===== src/rtl/hit_pattern_gen_pkg.sv =====
// Shared types and helpers for the hit pattern generator: FSM encoding,
// LFSR constants and the round-robin channel search.
package hpg_pkg;

    localparam logic [15:0] LFSR_POLY    = 16'hB400;
    localparam logic [15:0] DEFAULT_SEED = 16'hACE1;

    localparam int PTR_W  = 4;
    localparam int MAX_CH = 16;

    localparam logic [1:0] S_IDLE   = 2'd0;
    localparam logic [1:0] S_HIGH   = 2'd1;
    localparam logic [1:0] S_LOW    = 2'd2;
    localparam logic [1:0] S_FINISH = 2'd3;

    typedef enum logic [1:0] {
        IDLE   = S_IDLE,
        HIGH   = S_HIGH,
        LOW    = S_LOW,
        FINISH = S_FINISH
    } state_e;

    // First set bit strictly after ptr, searching upward and wrapping at n_ch.
    // Passing ptr = n_ch-1 yields the lowest set bit. Returns ptr if none found.
    function automatic logic [PTR_W-1:0] next_set_bit(
        input logic [MAX_CH-1:0] mask,
        input logic [PTR_W-1:0]  ptr,
        input int unsigned       n_ch
    );
        logic [PTR_W-1:0] result;
        logic             found;
        logic [PTR_W:0]   idx;
        logic [PTR_W:0]   n_w;
        result = ptr;
        found  = 1'b0;
        n_w    = (PTR_W+1)'(n_ch);
        for (int unsigned i = 1; i <= MAX_CH; i++) begin
            idx = {1'b0, ptr} + (PTR_W+1)'(i);
            if (idx >= n_w) begin
                idx = idx - n_w;
            end
            if (!found && (i <= n_ch) && mask[idx[PTR_W-1:0]]) begin
                result = idx[PTR_W-1:0];
                found  = 1'b1;
            end
        end
        return result;
    endfunction

endpackage


===== src/rtl/hit_pattern_gen_if.sv =====
// Control/config/status bundle between a test controller (master) and the
// hit pattern generator (slave).
interface hit_pattern_gen_if #(
    parameter int N_CH  = 4,
    parameter int CNT_W = 16,
    parameter int WID_W = 8
) ();

    logic             start;
    logic             abort;
    logic [CNT_W-1:0] cfg_count;
    logic [WID_W-1:0] cfg_high;
    logic [WID_W-1:0] cfg_low;
    logic             cfg_jit_en;
    logic [N_CH-1:0]  cfg_ch_mask;
    logic             cfg_mode;

    logic [N_CH-1:0]  hit_out;
    logic             busy;
    logic             done;
    logic [CNT_W-1:0] hits_sent;

    modport master (
        output start, abort, cfg_count, cfg_high, cfg_low,
               cfg_jit_en, cfg_ch_mask, cfg_mode,
        input  hit_out, busy, done, hits_sent
    );

    modport slave (
        input  start, abort, cfg_count, cfg_high, cfg_low,
               cfg_jit_en, cfg_ch_mask, cfg_mode,
        output hit_out, busy, done, hits_sent
    );

endinterface


===== src/rtl/hit_pattern_gen_lfsr16.sv =====
// 16-bit Galois LFSR (x^16+x^14+x^13+x^11+1) that advances only when enabled,
// so a given seed always replays the same sequence.
module lfsr16
    import hpg_pkg::*;
#(
    parameter logic [15:0] SEED  = DEFAULT_SEED,
    parameter int          OUT_W = 16
) (
    input  logic             clk,
    input  logic             rst_n,
    input  logic             enable,
    output logic [OUT_W-1:0] state
);

    // An all-zero state would lock the register up.
    localparam logic [15:0] SEED_EFF = (SEED == 16'h0000) ? DEFAULT_SEED : SEED;

    logic [15:0] lfsr_reg;

    always_ff @(posedge clk or negedge rst_n) begin
        if (!rst_n) begin
            lfsr_reg <= SEED_EFF;
        end else if (enable) begin
            lfsr_reg <= lfsr_reg[0] ? ((lfsr_reg >> 1) ^ LFSR_POLY) : (lfsr_reg >> 1);
        end
    end

    assign state = lfsr_reg[OUT_W-1:0];

endmodule


===== src/rtl/hit_pattern_gen.sv =====
// Programmable hit pulse train generator for TDC self-test: broadcast or
// round-robin pulses with configurable high/low widths and LFSR jitter.
module hit_pattern_gen
    import hpg_pkg::*;
#(
    parameter int          N_CH      = 4,
    parameter int          CNT_W     = 16,
    parameter int          WID_W     = 8,
    parameter int          JIT_W     = 6,
    parameter logic [15:0] LFSR_SEED = 16'hACE1
) (
    input  logic               clk,
    input  logic               rst_n,
    hit_pattern_gen_if.slave   bus
);

    // One extra bit so base high width plus jitter cannot overflow.
    localparam int DUR_W = WID_W + 1;

    state_e           state_reg, state_next;
    logic [CNT_W-1:0] count_reg, count_next;
    logic [WID_W-1:0] high_reg, high_next;
    logic [WID_W-1:0] low_reg, low_next;
    logic             jit_en_reg, jit_en_next;
    logic [N_CH-1:0]  mask_reg, mask_next;
    logic             mode_reg, mode_next;
    logic [DUR_W-1:0] dur_reg, dur_next;
    logic [PTR_W-1:0] rr_ptr_reg, rr_ptr_next;
    logic [N_CH-1:0]  hit_out_reg, hit_out_next;
    logic             busy_reg, busy_next;
    logic             done_reg, done_next;
    logic [CNT_W-1:0] hits_sent_reg, hits_sent_next;

    logic [JIT_W-1:0] lfsr_bits;

    lfsr16 #(
        .SEED  (LFSR_SEED),
        .OUT_W (JIT_W)
    ) u_lfsr (
        .clk    (clk),
        .rst_n  (rst_n),
        .enable (busy_reg),
        .state  (lfsr_bits)
    );

    // A HIGH entry takes its operands from the cfg bus on an accepted start
    // and from the shadow registers for every later pulse.
    logic              accept;
    logic [WID_W-1:0]  sel_high;
    logic              sel_jit_en;
    logic [N_CH-1:0]   sel_mask;
    logic [MAX_CH-1:0] mask_ext;
    logic [PTR_W-1:0]  first_ptr;
    logic [PTR_W-1:0]  adv_ptr;
    logic [N_CH-1:0]   onehot_first;
    logic [N_CH-1:0]   onehot_cur;
    logic [DUR_W-1:0]  jit_add;
    logic [DUR_W-1:0]  high_load;
    logic [DUR_W-1:0]  low_load;

    assign accept     = (state_reg == IDLE) && bus.start && !bus.abort;
    assign sel_high   = accept ? bus.cfg_high    : high_reg;
    assign sel_jit_en = accept ? bus.cfg_jit_en  : jit_en_reg;
    assign sel_mask   = accept ? bus.cfg_ch_mask : mask_reg;

    always_comb begin
        mask_ext = '0;
        mask_ext[N_CH-1:0] = sel_mask;
    end

    assign first_ptr = next_set_bit(mask_ext, PTR_W'(N_CH - 1), N_CH);
    assign adv_ptr   = next_set_bit(mask_ext, rr_ptr_reg, N_CH);

    generate
        for (genvar gi = 0; gi < N_CH; gi++) begin : g_onehot
            assign onehot_first[gi] = (first_ptr == PTR_W'(gi));
            assign onehot_cur[gi]   = (rr_ptr_reg == PTR_W'(gi));
        end
    endgenerate

    // Counters are loaded with duration-1 and the state exits on zero.
    assign jit_add   = sel_jit_en ? DUR_W'(lfsr_bits) : '0;
    assign high_load = ((sel_high == '0) ? '0 : DUR_W'(sel_high) - DUR_W'(1)) + jit_add;
    assign low_load  = (low_reg == '0) ? '0 : DUR_W'(low_reg) - DUR_W'(1);

    always_comb begin
        state_next     = state_reg;
        count_next     = count_reg;
        high_next      = high_reg;
        low_next       = low_reg;
        jit_en_next    = jit_en_reg;
        mask_next      = mask_reg;
        mode_next      = mode_reg;
        dur_next       = dur_reg;
        rr_ptr_next    = rr_ptr_reg;
        hit_out_next   = hit_out_reg;
        busy_next      = busy_reg;
        done_next      = 1'b0;
        hits_sent_next = hits_sent_reg;

        if (bus.abort) begin
            state_next   = IDLE;
            hit_out_next = '0;
            busy_next    = 1'b0;
        end else begin
            case (state_reg)
                IDLE: begin
                    if (bus.start) begin
                        count_next     = bus.cfg_count;
                        high_next      = bus.cfg_high;
                        low_next       = bus.cfg_low;
                        jit_en_next    = bus.cfg_jit_en;
                        mask_next      = bus.cfg_ch_mask;
                        mode_next      = bus.cfg_mode;
                        hits_sent_next = '0;
                        if ((bus.cfg_count != '0) && (bus.cfg_ch_mask != '0)) begin
                            state_next   = HIGH;
                            busy_next    = 1'b1;
                            rr_ptr_next  = first_ptr;
                            dur_next     = high_load;
                            hit_out_next = bus.cfg_mode ? onehot_first : bus.cfg_ch_mask;
                        end else begin
                            state_next = FINISH;
                            done_next  = 1'b1;
                        end
                    end
                end

                HIGH: begin
                    if (dur_reg == '0) begin
                        state_next     = LOW;
                        hit_out_next   = '0;
                        hits_sent_next = hits_sent_reg + CNT_W'(1);
                        dur_next       = low_load;
                        rr_ptr_next    = adv_ptr;
                    end else begin
                        dur_next = dur_reg - DUR_W'(1);
                    end
                end

                LOW: begin
                    if (dur_reg == '0) begin
                        if (hits_sent_reg == count_reg) begin
                            state_next = FINISH;
                            done_next  = 1'b1;
                            busy_next  = 1'b0;
                        end else begin
                            state_next   = HIGH;
                            dur_next     = high_load;
                            hit_out_next = mode_reg ? onehot_cur : mask_reg;
                        end
                    end else begin
                        dur_next = dur_reg - DUR_W'(1);
                    end
                end

                FINISH: begin
                    state_next = IDLE;
                end

                default: begin
                    state_next = IDLE;
                end
            endcase
        end
    end

    always_ff @(posedge clk or negedge rst_n) begin
        if (!rst_n) begin
            state_reg     <= IDLE;
            count_reg     <= '0;
            high_reg      <= '0;
            low_reg       <= '0;
            jit_en_reg    <= 1'b0;
            mask_reg      <= '0;
            mode_reg      <= 1'b0;
            dur_reg       <= '0;
            rr_ptr_reg    <= '0;
            hit_out_reg   <= '0;
            busy_reg      <= 1'b0;
            done_reg      <= 1'b0;
            hits_sent_reg <= '0;
        end else begin
            state_reg     <= state_next;
            count_reg     <= count_next;
            high_reg      <= high_next;
            low_reg       <= low_next;
            jit_en_reg    <= jit_en_next;
            mask_reg      <= mask_next;
            mode_reg      <= mode_next;
            dur_reg       <= dur_next;
            rr_ptr_reg    <= rr_ptr_next;
            hit_out_reg   <= hit_out_next;
            busy_reg      <= busy_next;
            done_reg      <= done_next;
            hits_sent_reg <= hits_sent_next;
        end
    end

    assign bus.hit_out   = hit_out_reg;
    assign bus.busy      = busy_reg;
    assign bus.done      = done_reg;
    assign bus.hits_sent = hits_sent_reg;

endmodule


===== src/flat_wrapper.sv =====
// flat-port wrapper written by rule: the top's interface ports become plain ports
module hit_pattern_gen_flat import hpg_pkg::*;
#(
    parameter int          N_CH      = 4,
    parameter int          CNT_W     = 16,
    parameter int          WID_W     = 8,
    parameter int          JIT_W     = 6,
    parameter logic [15:0] LFSR_SEED = 16'hACE1
)
  (clk, rst_n, bus_start, bus_abort, bus_cfg_count, bus_cfg_high, bus_cfg_low, bus_cfg_jit_en, bus_cfg_ch_mask, bus_cfg_mode, bus_hit_out, bus_busy, bus_done, bus_hits_sent);
  hit_pattern_gen_if #(.N_CH(N_CH), .CNT_W(CNT_W), .WID_W(WID_W)) bus_i ();
  input  logic clk;
  input  logic rst_n;
  input wire logic [$bits(bus_i.start)-1:0] bus_start;
  input wire logic [$bits(bus_i.abort)-1:0] bus_abort;
  input wire logic [$bits(bus_i.cfg_count)-1:0] bus_cfg_count;
  input wire logic [$bits(bus_i.cfg_high)-1:0] bus_cfg_high;
  input wire logic [$bits(bus_i.cfg_low)-1:0] bus_cfg_low;
  input wire logic [$bits(bus_i.cfg_jit_en)-1:0] bus_cfg_jit_en;
  input wire logic [$bits(bus_i.cfg_ch_mask)-1:0] bus_cfg_ch_mask;
  input wire logic [$bits(bus_i.cfg_mode)-1:0] bus_cfg_mode;
  output wire logic [$bits(bus_i.hit_out)-1:0] bus_hit_out;
  output wire logic [$bits(bus_i.busy)-1:0] bus_busy;
  output wire logic [$bits(bus_i.done)-1:0] bus_done;
  output wire logic [$bits(bus_i.hits_sent)-1:0] bus_hits_sent;
  assign bus_i.start = bus_start;
  assign bus_i.abort = bus_abort;
  assign bus_i.cfg_count = bus_cfg_count;
  assign bus_i.cfg_high = bus_cfg_high;
  assign bus_i.cfg_low = bus_cfg_low;
  assign bus_i.cfg_jit_en = bus_cfg_jit_en;
  assign bus_i.cfg_ch_mask = bus_cfg_ch_mask;
  assign bus_i.cfg_mode = bus_cfg_mode;
  assign bus_hit_out = bus_i.hit_out;
  assign bus_busy = bus_i.busy;
  assign bus_done = bus_i.done;
  assign bus_hits_sent = bus_i.hits_sent;
  hit_pattern_gen #(.N_CH(N_CH), .CNT_W(CNT_W), .WID_W(WID_W), .JIT_W(JIT_W), .LFSR_SEED(LFSR_SEED)) u_core (.clk(clk), .rst_n(rst_n), .bus(bus_i));
endmodule

===== config.mk =====
export PLATFORM = sky130hd
export DESIGN_NAME = hit_pattern_gen_flat
export DESIGN_NICKNAME = d
export VERILOG_FILES = /design/src/rtl/hit_pattern_gen_pkg.sv /design/src/rtl/hit_pattern_gen_if.sv /design/src/rtl/hit_pattern_gen_lfsr16.sv /design/src/rtl/hit_pattern_gen.sv /design/src/flat_wrapper.sv
export SDC_FILE = /design/constraint.sdc
export NUM_CORES = 1
export LEC_CHECK = 0
export CORE_UTILIZATION = 58
export DETAILED_ROUTE_END_ITERATION = 10
export HOLD_SLACK_MARGIN = 0.05
export PLACE_DENSITY = 0.82
export SETUP_SLACK_MARGIN = 0.05
export SKIP_LAST_GASP = 1
export SYNTH_ARGS = -nofsm -noshare
export SYNTH_HDL_FRONTEND = slang
export SYNTH_HIERARCHICAL = 1
export SYNTH_SLANG_ARGS = --single-unit
export TNS_END_PERCENT = 50

===== constraint.sdc =====
create_clock -name clk -period 4.4 [get_ports clk]
set_clock_uncertainty 0.05 [all_clocks]
set_input_delay 0.66 -clock clk [delete_from_list [all_inputs] [get_ports clk]]
set_output_delay 0.66 -clock clk [all_outputs]
set_load 0.02 [all_outputs]

Word-level counts from Yosys, hierarchy flattened
Cells that the tools add are included.
{ "op_classes": {"n_addsub": 13, "n_lt_le_gt_ge": 8, "eq_ne": 21, "n_mux": 74, "bitwise": 2, "n_reduce_logical": 35} }
{ "ops": {"columns": ["op", "count"], "rows": [
  ["$mux 4", 20],
  ["$mux 9", 7],
  ["$mux 16", 3],
  ["$pmux 16 s2", 1],
  ["$pmux 9 s3", 1],
  ["$mux 1", 21],
  ["$ge 5x3->1 const B", 4],
  ["$lt 4x5->1 const B", 4],
  ["$mux 2", 10],
  ["$sub 8x1->9 const B", 2],
  ["$add 16x1->16 const B", 1],
  ["$bmux 1 s4", 4],
  ["$eq 16x16->1", 1],
  ["$logic_not 8->1", 2],
  ["$reduce_bool 16->1", 1],
  ["$sub 4x3->4 const B", 4],
  ["$ne 3x3->1 const B", 4],
  ["$pmux 4 s3", 1],
  ["$reduce_and 6->1", 2],
  ["$add 4x2->5 const B", 2],
  ["$reduce_and 5->1", 2],
  ["$add 9x9->9", 1],
  ["$logic_and 1x1->1", 9],
  ["$logic_not 9->1", 1],
  ["26 further kinds", 45]
]} }
{ "word_totals": {"ff_bits": 91, "in_bits": 42, "output_inout_bits": 22, "word_cells": 167} }

Logic depth before layout (Yosys ltp)
{ "depth": {"depth_word": 20, "depth_mapped": 17, "ltp_nobuf": 16} }

Modules after synthesis
The synthesis kept the hierarchy.
{ "by_module_without_submodules": {"columns": ["mod", "instances", "cells_per_inst", "area_per_inst_um2", "seq_area_each_um2"], "rows": [
  ["hit_pattern_gen", 1, 570, 5227.5, 1876.8],
  ["lfsr16", 1, 46, 700.7, 410.4]
]} }

Worst setup path after synthesis
OpenSTA, ideal clock, no wires.
{ "synth_path": {"path_kind": "input-to-reg", "from": "in bus_abort", "to": "reg u_core.dur_reg[7]", "setup_time_ps": 66, "arrival_time_ps": 3446, "required_ps": 4284, "slack_ps": 838, "path_stages": 13, "path_buffers": 1, "path_cell_list": "nand3b_1 -> buf_1 -> mux2i_1 -> nand4b_1 -> o21ai_0 -> inv_1 -> ha_1 -> a211o_1 -> nand2_1 -> a21oi_1 -> and3_1 -> nor4_1 -> o31a_1"} }
{ "synth_via": {"elab_chain_len": 9, "word_cells_on_any_way": 16, "classes_between": "add/sub: 2; mux: 9; bitwise: 1; reduce/logical: 4"} }
{ "synth_lines": {"columns": ["item", "line_no", "rtl"], "rows": [
  ["from (decl)", "flat_wrapper.sv:15", "input wire logic [$bits(bus_i.abort)-1:0] bus_abort;"],
  ["$logic_not 1->1", "hit_pattern_gen.sv:61", "assign accept = (state_reg == IDLE) && bus.start && !bus.abort;"],
  ["$logic_and 1x1->1", "hit_pattern_gen.sv:61", null],
  ["$mux 8", "hit_pattern_gen.sv:62", "assign sel_high = accept ? bus.cfg_high : high_reg;"],
  ["$sub 8x1->9 or $logic_not 8->1 (tied branches)", "hit_pattern_gen.sv:83", "assign high_load = ((sel_high == '0) ? '0 : DUR_W'(sel_high) - DUR_W'(1)) + jit_add;"],
  ["$mux 9", "hit_pattern_gen.sv:83", null],
  ["$add 9x9->9", "hit_pattern_gen.sv:83", null],
  ["$mux 9 (on tied branches)", "hit_pattern_gen.sv:143, hit_pattern_gen.sv:116", null],
  ["$mux 9 (on tied branches)", "hit_pattern_gen.sv:142, hit_pattern_gen.sv:108", null],
  ["$pmux 9 s3", "hit_pattern_gen.sv:106", "case (state_reg)"],
  ["to (signal assigned)", "hit_pattern_gen.sv:191", "dur_reg <= dur_next;"],
  ["to (decl)", "hit_pattern_gen.sv:27", "logic [DUR_W-1:0] dur_reg, dur_next;"]
]} }
Several ways; a longest one is shown, not always the timed one. The select of a mux whose other input is x is not followed.
A chain may end at the register's enable or synchronous reset.

Worst setup path in the final report
{ "layout_path": {"from": "reg u_core.state_reg[1]", "to": "reg u_core.dur_reg[6]"} }
{ "layout_via": {"elab_chain_len": 10, "word_cells_on_any_way": 22, "classes_between": "add/sub: 2; eq/ne: 5; mux: 9; reduce/logical: 6"} }
{ "layout_lines": {"columns": ["item", "line_no", "rtl"], "rows": [
  ["from (decl)", "hit_pattern_gen.sv:20", "state_e state_reg, state_next;"],
  ["from (signal assigned)", "hit_pattern_gen.sv:184", "state_reg <= state_next;"],
  ["$logic_not 2->1", "hit_pattern_gen.sv:61, hit_pattern_gen.sv:106", null],
  ["$logic_and 1x1->1 (2 in series)", "hit_pattern_gen.sv:61", null],
  ["$mux 8", "hit_pattern_gen.sv:62", null],
  ["$sub 8x1->9 or $logic_not 8->1 (tied branches)", "hit_pattern_gen.sv:83", null],
  ["$mux 9", "hit_pattern_gen.sv:83", null],
  ["$add 9x9->9", "hit_pattern_gen.sv:83", null],
  ["$mux 9 (on tied branches)", "hit_pattern_gen.sv:143, hit_pattern_gen.sv:116", null],
  ["$mux 9 (on tied branches)", "hit_pattern_gen.sv:142, hit_pattern_gen.sv:108", null],
  ["$pmux 9 s3", "hit_pattern_gen.sv:106", null]
]} }
Several ways; a longest one is shown, not always the timed one. The select of a mux whose other input is x is not followed.

==> run_results.csv <==
group,metric,value,unit
run_status,status,"finished clean",
global_route,grt_antenna_before_repair,0,
setup_path,max_stage_delay,0.42,ns
timing,tightest_slew,0.993,ns
setup_path,cp_top_family,"adder cells",
synth,ys_seq_area_share,38.6,%
timing,fin_tns_setup,0,ns
synth,ys_seq_elements,91,
synth,synth_cell_types,68,
clocking,hold_buffers,0,
power,powerDensity,674,mW/mm^2
setup_path,reg2reg_slack,0.49,ns
floorplanning,pin_count,64,
global_route,grt_overflow_total,0,
detailed_routing,postRouteAntennaNets,0,
cells_and_area,layout_commonest_cell,"dfrtp_1",
setup_path,worstPathMaxFanout,12,
synth,syn_area,0.00593,sq mm
clocking,postCtsSetupRepairBufs,0,
detailed_routing,dr.pass1.iters,6,
clocking,path_clk_slew,0.09,ns
setup_path,endpoint_kind,"flop",
timing,setup_viol,0,
run,max_cap_violations,0,
synth,postSynth.asyncResetShare,100,%
power,peakVddDrop,0.356,mV
floorplanning,die_w,103,um
synth,synthCells,616,
setup_path,ff2ff_path_depth,16,
timing,drv_slew,0,
setup_path,cp_cell_sequence,"inv_1 -> ha_1 -> and3b_1 -> buf_4 -> mux2i_1 -> inv_1 -> nor2_1 -> ha_1 -> inv_1 -> fa_1 -> nor2b_1 -> o21ai_0 -> a21oi_1 -> a2bb2oi_1 -> mux2i_1 -> o211ai_1",
timing,period_share,88.8,%
global_route,grt_max_degree,51,
power,leakagePower,2.90,nW
clocking,clkLatencyLatePin,0.37,ns
timing,relSlewSlack,33.4,%
synth,synth.avg_cell_area,9.62,sq um
timing,rsz0062_at_grt,"false",
setup_path,r2r_start,"u_core/state_reg[1]$_DFFE_PN0P_",
cells_and_area,post_route_cells_drive_above_1_share,12.0,%
placed_design,hpwl,10.6,mm
clocking,clock_path_buffers,2,
timing,hold_viol,0,
floorplanning,start_util,60.4,%
setup_path,worst_ep_required_time,4.63,ns
cells_and_area,finalNetCount,744,
setup_path,crit_buf_inv,4,
setup_path,critPathArrivalTime,4.14,ns
clocking,ctsResizeCount,0,
synth,ys.flop_type,"dfrtp_1",
timing,final.min_clock_period,3.91,ns
floorplanning,core_area,0.00982,sq mm
detailed_routing,drc,0,
detailed_routing,wl_per_cell,17.6,um
worst_hold_path,min_path_type,"in -> async",
timing,timing.final.ws_setup,0.491,ns
detailed_routing,post_drt_via_cell_ratio,6.18,
synth,synth_edf_count,0,
clocking,tritoncts_num_sinks,91,
floorplanning,dieArea,0.0106,sq mm
synth,yosysWarnings,6,
global_route,grt_pass1_vias,4918,
placed_design,dp_slack,0.209,ns
clocking,cts-root-buf,"clkbuf_8",
setup_path,cpMostUsedCell,"inv_1",
placed_design,portBuffers,63,
setup_path,crit_path_top_delay_cell,"dfrtp_1",
clocking,cts_tree,"done",
placed_design,place_congestion,0.944,
setup_path,rr_endpoint,"u_core/dur_reg[6]$_DFFE_PN0P_",
clocking,htree_levels,3,
setup_path,path_class,"reg -> reg",
global_route,grtUsageTotal,28.1,%
clocking,cts_buffers,9,
detailed_routing,wirelength,14.3,mm
synth,syn_nets,688,
cells_and_area,layout_common_cells,"dfrtp_1 (83), clkdlybuf4s50_1 (62), nand2_1 (51)",
cells_and_area,final_cells,810,
placed_design,post-place-cells,794,
detailed_routing,first_iter_violations,356,
timing,fmaxAchievable,256,MHz
floorplanning,rows,36,
cells_and_area,areaGrowthSynthToFinish,14.9,%
global_route,grt_pass1_wl,23.0,mm
detailed_routing,vias,5006,
cells_and_area,antenna_cells,0,
floorplanning,die_y,103,um
setup_path,critPathLaunchType,"flop",
## worst max-delay path by stage
stage	to	slack [ns]	cells past startpoint	from
after floorplan	u_core/dur_reg[7]$_DFFE_PN0P_	0.84	13	bus_abort
after global placement	u_core/dur_reg[7]$_DFFE_PN0P_	0.35	13	bus_start
after detailed placement	u_core/dur_reg[7]$_DFFE_PN0P_	0.21	13	bus_start
after CTS	u_core/dur_reg[7]$_DFFE_PN0P_	0.53	14	u_core/state_reg[0]$_DFFE_PN0P_
after global routing	u_core/dur_reg[7]$_DFFE_PN0P_	0.23	14	u_core/state_reg[0]$_DFFE_PN0P_
final	u_core/dur_reg[6]$_DFFE_PN0P_	0.49	16	u_core/state_reg[1]$_DFFE_PN0P_
## per-stage QoR
stage | hold slack (ns) | power (mW) | area [sq um] | util [%]
after floorplan | 0.314 | 3.41 | 5930 | -
after global placement | 0.438 | 3.85 | 6640 | 67.6
after detailed placement | 0.449 | 4.00 | 6640 | 67.6
after CTS | 0.252 | 4.55 | 6810 | 69.4
after global routing | 0.270 | 4.90 | 6810 | 69.4
final | 0.230 | 4.60 | 6810 | 69.4
## synthesized netlist by cell type (4+ instances only)
master    count  share of area (%)
o31ai_1       5               0.63
ha_1         29                6.1
and2_1        5               0.53
mux2_4        4                1.0
nor2b_1      15                1.6
nor3_1       10               0.84
mux2_2       32                6.1
and3_1        5               0.53
buf_4         6               0.76
a211o_1       4               0.59
nand3_1      12                1.0
mux2i_1      18                3.0
a21o_1        8                1.0
o22ai_1       4               0.42
o21ai_0      31                2.6
a21oi_1      34                2.9
a211oi_1      8                1.0
or4_1         5               0.63
nand2_1      51                3.2
nor2_1       42                2.7
mux4_2        4                1.5
dfrtp_1      83                 35
clkbuf_1     18                1.1
dfstp_2       8                3.5
inv_1        38                2.4
nand4_1       8               0.84
xnor2_1      35                5.2
nor4_1       13                1.4
or3_1         7               0.74
a31oi_1      10                1.1
xor2_1       10                1.5
## worst register-to-register path, stage by stage (launching register included)
cell       delay (ns)
dfrtp_1          0.42
inv_1            0.12
ha_1             0.38
and3b_1          0.35
buf_4            0.19
mux2i_1          0.33
inv_1            0.12
nor2_1           0.16
ha_1             0.22
inv_1            0.07
fa_1             0.41
nor2b_1          0.12
o21ai_0          0.11
a21oi_1          0.29
a2bb2oi_1        0.21
mux2i_1          0.11
o211ai_1         0.19
## cell families after synthesis
family	after synthesis	share of synthesized area, %
AOI/OAI and AO/OA	135	15.2
xor gates and xnor gates	45	6.65
muxes	59	11.9
adders and majority gates	30	6.46
buffers and inverters	67	5.15
and+or+nand+nor	189	16.1
DFF	91	38.6
## layer usage
layer / up-vias / track usage [%] / share of wire, %
li1: 2319 / - / -
met1: 2425 / 36.0 / 43
met2: 226 / 46.4 / 48
met3: 36 / 6.31 / 6.7
met4: 0 / 10.8 / 2.4
met5: - / 0 / 0
## cell type report
type / instances / area (sq um)
fillers: 789 / 3010
multi-input cells: 458 / 3340
well taps: 133 / 166
clock buffers: 14 / 163
clock inverters: 2 / 12.5
flip-flops and latches: 91 / 2290
repair buffers: 73 / 703
inverters: 39 / 146
## power by group
group	switching (mW)	internal (mW)	leakage, nW
Combinational	1.40	1.17	1.69
Sequential	0.307	1.19	1.12
Clock	0.292	0.237	0.0867
Note: power is estimated with default switching activity, not from simulation.
